File: src/rtl/ddr_phase_picker_pkg.sv
// Shared types and defaults for the DDR lane phase picker.
// Optional slip statistics are enabled with DDR_PHASE_PICKER_STATS_EN.
package ddr_phase_picker_pkg;

   localparam int unsigned WINDOW_LOG2_DEF = 4;
   localparam int unsigned MIN_TRANS_DEF   = 4;
   localparam int unsigned MARGIN_DEF      = 2;

   localparam logic PH_0   = 1'b0;
   localparam logic PH_180 = 1'b1;

   localparam logic [7:0] SLIP_COUNT_MAX = 8'hFF;

   typedef enum logic [0:0] {
      ACQ  = 1'b0,
      LOCK = 1'b1
   } state_e;

   // Transition flags seen in one clk period
   typedef struct packed {
      logic trans_a;
      logic trans_b;
   } trans_t;

endpackage

File: src/rtl/ddr_phase_picker_edge_window_counter.sv
// Counts rising-edge (a) and falling-edge (b) transitions over a 2^WINDOW_LOG2 window.
// Final counts, including the window-end cycle, are presented with window_end_c.
module ddr_phase_picker_edge_window_counter
   import ddr_phase_picker_pkg::*;
#(
   parameter int unsigned WINDOW_LOG2 = WINDOW_LOG2_DEF
) (
   input  logic                   clk,
   input  logic                   rst,
   input  logic                   count_en,
   input  trans_t                 trans,
   output logic                   window_end_c,
   output logic [WINDOW_LOG2:0]   cnt_a_c,
   output logic [WINDOW_LOG2:0]   cnt_b_c
);

   localparam int unsigned CW = WINDOW_LOG2 + 1;

   logic [WINDOW_LOG2-1:0] win_cnt_q;
   logic [CW-1:0]          cnt_a_q;
   logic [CW-1:0]          cnt_b_q;
   logic                   inc_a_c;
   logic                   inc_b_c;

   assign inc_a_c      = count_en & trans.trans_a;
   assign inc_b_c      = count_en & trans.trans_b;
   assign cnt_a_c      = cnt_a_q + CW'(inc_a_c);
   assign cnt_b_c      = cnt_b_q + CW'(inc_b_c);
   assign window_end_c = (win_cnt_q == '1);

   // Extra counter bit means a full window of transitions never wraps
   always_ff @(posedge clk or posedge rst) begin
      if (rst) begin
         win_cnt_q <= '0;
         cnt_a_q   <= '0;
         cnt_b_q   <= '0;
      end else begin
         win_cnt_q <= win_cnt_q + WINDOW_LOG2'(1);
         if (window_end_c) begin
            cnt_a_q <= '0;
            cnt_b_q <= '0;
         end else begin
            cnt_a_q <= cnt_a_c;
            cnt_b_q <= cnt_b_c;
         end
      end
   end

endmodule

File: src/rtl/ddr_phase_picker.sv
// Per-lane DDR receive stage: picks the in_0 or in_180 sample nearer mid-bit.
// Define DDR_PHASE_PICKER_STATS_EN to add the saturating slip_count output.
module ddr_phase_picker
   import ddr_phase_picker_pkg::*;
#(
   parameter int unsigned WINDOW_LOG2 = WINDOW_LOG2_DEF,
   parameter int unsigned MIN_TRANS   = MIN_TRANS_DEF,
   parameter int unsigned MARGIN      = MARGIN_DEF
) (
   input  logic       clk,
   input  logic       rst,
   input  logic       in_0,
   input  logic       in_180,
   output logic       data_out,
   output logic       data_valid,
   output logic       phase_sel,
   output logic       lock,
   output logic       slip
`ifdef DDR_PHASE_PICKER_STATS_EN
   ,
   output logic [7:0] slip_count
`endif
);

   localparam int unsigned CW = WINDOW_LOG2 + 1;
   localparam logic [0:0] ST_ACQ  = 1'(ACQ);
   localparam logic [0:0] ST_LOCK = 1'(LOCK);

   logic          d0_q;
   logic          d180_q;
   logic          p180_q;
   logic [1:0]    prime_q;
   logic [0:0]    state_q;
   logic [0:0]    state_d;
   logic          phase_d;
   logic          lock_d;
   logic          slip_d;
   trans_t        trans_c;
   logic          window_end_c;
   logic [CW-1:0] cnt_a_c;
   logic [CW-1:0] cnt_b_c;
   logic [31:0]   ext_a_c;
   logic [31:0]   ext_b_c;
   logic          low_act_c;
   logic          a_wins_c;
   logic          b_wins_c;

   assign trans_c.trans_a = p180_q ^ d0_q;
   assign trans_c.trans_b = d0_q ^ d180_q;

   ddr_phase_picker_edge_window_counter #(
      .WINDOW_LOG2 (WINDOW_LOG2)
   ) u_win (
      .clk          (clk),
      .rst          (rst),
      .count_en     (prime_q[1]),
      .trans        (trans_c),
      .window_end_c (window_end_c),
      .cnt_a_c      (cnt_a_c),
      .cnt_b_c      (cnt_b_c)
   );

   assign ext_a_c   = 32'(cnt_a_c);
   assign ext_b_c   = 32'(cnt_b_c);
   assign low_act_c = (ext_a_c + ext_b_c) < MIN_TRANS;
   assign a_wins_c  = ext_a_c > (ext_b_c + MARGIN);
   assign b_wins_c  = ext_b_c > (ext_a_c + MARGIN);

   // Decision logic: acquire once, then move only on a clear majority
   always_comb begin
      state_d = state_q;
      phase_d = phase_sel;
      lock_d  = lock;
      slip_d  = 1'b0;
      if (window_end_c && !low_act_c) begin
         case (state_q)
            ST_ACQ: begin
               phase_d = (cnt_a_c >= cnt_b_c) ? PH_180 : PH_0;
               lock_d  = 1'b1;
               state_d = ST_LOCK;
            end
            ST_LOCK: begin
               if (phase_sel == PH_180 && b_wins_c) begin
                  phase_d = PH_0;
                  slip_d  = 1'b1;
               end else if (phase_sel == PH_0 && a_wins_c) begin
                  phase_d = PH_180;
                  slip_d  = 1'b1;
               end
            end
            default: state_d = ST_ACQ;
         endcase
      end
   end

   // Prime waits until p180_q holds real data before counting
   always_ff @(posedge clk or posedge rst) begin
      if (rst) begin
         d0_q       <= 1'b0;
         d180_q     <= 1'b0;
         p180_q     <= 1'b0;
         prime_q    <= 2'b00;
         state_q    <= ST_ACQ;
         phase_sel  <= PH_180;
         lock       <= 1'b0;
         slip       <= 1'b0;
         data_out   <= 1'b0;
         data_valid <= 1'b0;
      end else begin
         d0_q       <= in_0;
         d180_q     <= in_180;
         p180_q     <= d180_q;
         prime_q    <= {prime_q[0], 1'b1};
         state_q    <= state_d;
         phase_sel  <= phase_d;
         lock       <= lock_d;
         slip       <= slip_d;
         data_out   <= (phase_sel == PH_180) ? d180_q : d0_q;
         data_valid <= lock_d & ~slip_d;
      end
   end

`ifdef DDR_PHASE_PICKER_STATS_EN
   always_ff @(posedge clk or posedge rst) begin
      if (rst) begin
         slip_count <= 8'd0;
      end else if (slip_d && slip_count != SLIP_COUNT_MAX) begin
         slip_count <= slip_count + 8'd1;
      end
   end
`endif

endmodule

File: config.mk
export PLATFORM = sky130hd
export DESIGN_NAME = ddr_phase_picker
export DESIGN_NICKNAME = d
export VERILOG_FILES = /design/src/rtl/ddr_phase_picker_pkg.sv /design/src/rtl/ddr_phase_picker_edge_window_counter.sv /design/src/rtl/ddr_phase_picker.sv
export SDC_FILE = /design/constraint.sdc
export NUM_CORES = 1
export LEC_CHECK = 0
export CORE_MARGIN = 4
export CORE_UTILIZATION = 35
export CTS_CLUSTER_SIZE = 14
export DETAILED_ROUTE_END_ITERATION = 12
export DONT_BUFFER_PORTS = 1
export PLACE_DENSITY = 0.57
export SYNTH_ARGS = -nofsm -noshare
export SYNTH_HDL_FRONTEND = slang
export SYNTH_SLANG_ARGS = --single-unit
File: constraint.sdc
create_clock -name clk -period 4.24 [get_ports clk]
set_input_delay 0.848 -clock clk [delete_from_list [all_inputs] [get_ports clk]]
set_output_delay 0.848 -clock clk [all_outputs]
set_load 0.1 [all_outputs]
==> out/metrics.csv <==
metric,value,unit
drtIter0Drc,61,
finalCriticalPeriod,3.414,ns
final_antenna_net_count,0,
antenna_cells,0,
fin_crit_sh,0.8052,
max_freq,0.2929,GHz
slew_headroom,0.3619,
post-cts-setup-buffers,0,
setup_tns,0,ns
use_met1,0.1578,
min_from,prime_q[0]$_DFF_PP0_,
die_h,73.50,um
nets,173,
syn_nets,169,
fp-row-count,23,
status,"complete, no violations",
crit_arrival,3.58,ns
place_inst,191,
synth_top_area_share,0.4000,
globalRouteMet3Util,0.03830,
ys_seq_area_frac,0.4175,
pre_cts_slack,0.8468,ns
postLayoutCellArea,0.001610,sq mm
netlist_area,0.001501,sq mm
dp_hpwl,2216,um
p_per_area,336.7,mW/mm^2
maxSlewViolCount,0,
cp-start-kind,flop,
synth_area_per_cell,10.57,sq um
final_layout_size_suffix_gt1_frac,0.08276,
drv_cap,0,
grt_pass1_wl,4974,um
fin_skew,0.001133,ns
rsz0062_at_grt,false,
ctsHoldBuffers,0,
synthTopCellsByArea,"dfrtp_1, ha_1, inv_1",
finalWorstSetupSlack,0.8260,ns
cp.required,4.41,ns
instances_no_fill,195,
cp_max_fo,4,
grt_start_max_net_pins,26,
grt_overflow,0,
port_buffers,0,
cts.sinks,25,
die_w,73.50,um
grt_antenna_before_repair,0,
grt_busiest_layer,met2,
grtUsageTotal,0.1217,
viasPerCell,4.974,
r2r-start,d0_q$_DFF_PP0_,
num-fill-cells,412,
synth_edf_count,0,
synthArstFlopShare,1.000,
worstSetupEndpointType,flop,
ys.flop_type,dfrtp_1,
yosysTopAreaCell,dfrtp_1,
wirelength,2759,um
synth_cells,142,
crit_path_top_delay_cell,dfrtp_1,
path_clk_slew,0.09,ns
dr.pass1.iters,4,
cts_buffer_depth,2,
drc,0,
grtUsageMet2,0.2028,
irDropWorstVdd,0.1824,mV
wl_per_cell,14.15,um
ys_warn_count,0,
setup_violations,0,
cts-root-buf,clkbuf_8,
cts_resized,0,
grt_pass1_vias,1051,
critPathLaunch,d0_q$_DFF_PP0_,
p_leak,0.8466,nW
ioPinCount,9,
path_class,flop to flop,
area_growth,7.250,%
placed_cell_area,0.001560,sq mm
htree_levels,1,
coreArea,0.004086,sq mm
synth_cell_types,32,
tightest_slew,0.9572,ns
min_path_type,flop to flop,
cp_cell_sequence,xor2_1 > and2_1 > ha_1 > ha_1 > xnor2_1 > inv_1 > ha_1 > xnor2_1 > ha_1 > nand3_1 > o21bai_1 > a221oi_2 > a31oi_1 > a211o_1,
ys_ff_latch,25,
gp_congestion,0.8902,
cts_tree,yes,
clk_latency,0.27,ns
cpMostUsedCell,ha_1,
dr_total_vias,970,
critical-path-max-stage-delay,0.42,ns
dieArea,0.005402,sq mm
fin_util,0.3941,
finalHoldViolations,0,
cts_buffers,3,
start_util,0.3674,
-- sequential cells by signal, indices dropped and copies added, names as in the netlist, 2 cells and up --
name / cells
prime_q: 2
u_win.cnt_b_q: 5
u_win.win_cnt_q: 4
u_win.cnt_a_q: 5
-- power by group --
part | internal (mW) | switching (mW) | total [mW] | leakage (nW)
Clock | 0.0689 | 0.0814 | 0.150 | 0.0261
Sequential | 0.254 | 0.0831 | 0.337 | 0.312
Combinational | 0.0249 | 0.0297 | 0.0546 | 0.509
-- worst paths after layout --
path	endpoint	slack, ns	cells after the start
worst max register to register	data_valid$_DFF_PP0_	0.83	14
worst max-delay path	data_valid$_DFF_PP0_	0.83	14
worst min register to register	prime_q[1]$_DFF_PP0_	0.36	0
max in group asynchronous	lock$_DFF_PP0_	3.02	1
min in group asynchronous	prime_q[0]$_DFF_PP0_	0.66	1
worst min-delay path	prime_q[1]$_DFF_PP0_	0.36	0
-- worst max-delay path, delay by kind of cell, from the launching register on --
family                     cells  cell delay [ns]
DFF                            1             0.42
buffers and inverters          1             0.08
xor gates and xnor gates       3             0.61
adders and majority gates      4             0.92
AOI/OAI and AO/OA              4             0.99
and+or+nand+nor                2             0.27
-- cells by family after synthesis --
family | count (synthesis) | synth area share
adders and majority gates | 23 | 0.1917
and+or+nand+nor | 42 | 0.1467
DFF | 25 | 0.4175
other | 1 | 0.002498
muxes | 2 | 0.01417
buffers and inverters | 16 | 0.03999
xor gates and xnor gates | 15 | 0.1025
AOI/OAI and AO/OA | 18 | 0.08500
-- synth_stat cells (3+ instances only) --
| library cell | number |
|---|---|
| a21oi_1 | 5 |
| a31oi_1 | 3 |
| and2_1 | 6 |
| dfrtp_1 | 24 |
| ha_1 | 23 |
| inv_1 | 15 |
| nand2_1 | 3 |
| nand3_1 | 9 |
| nor2_1 | 12 |
| xnor2_1 | 6 |
| xnor2_2 | 3 |
| xor2_1 | 6 |
-- layout by cell type (no fill, tap or decap), drive strengths merged, types with 3 or more instances in the layout --
cell and n:
xnor2 9, a21oi 5, inv 16, nor2 12, dfrtp 24, clkbuf 3, nand2 3, a31oi 3
and2 6, ha 23, nand3 11, xor2 6
-- cell type report --
cell class | instances | area [sq um] | area share
Inverter | 15 | 56.30 | 0.03497
Multi-Input combinational cell | 101 | 814.5 | 0.5058
Tap cell | 50 | 62.56 | 0.03885
Clock inverter | 1 | 8.758 | 0.005439
Sequential cell | 25 | 626.9 | 0.3893
Clock buffer | 3 | 41.29 | 0.02564
-- layer usage --
metal	vias up	wire (um)
li1	484	-
met1	474	1356
met2	10	1294
met3	2	88
met4	0	19
met5	-	0
-- metrics by stage --
step,hold WS [ns],power [mW]
4_1_cts,0.3662,0.5495
2_1_floorplan,0.3312,0.3806
3_3_place_gp,0.3373,0.3965
5_1_grt,0.3787,0.5712
3_5_place_dp,0.3434,0.3973
6_report,0.3594,0.5421
Note: power is estimated with default switching activity, not from simulation.
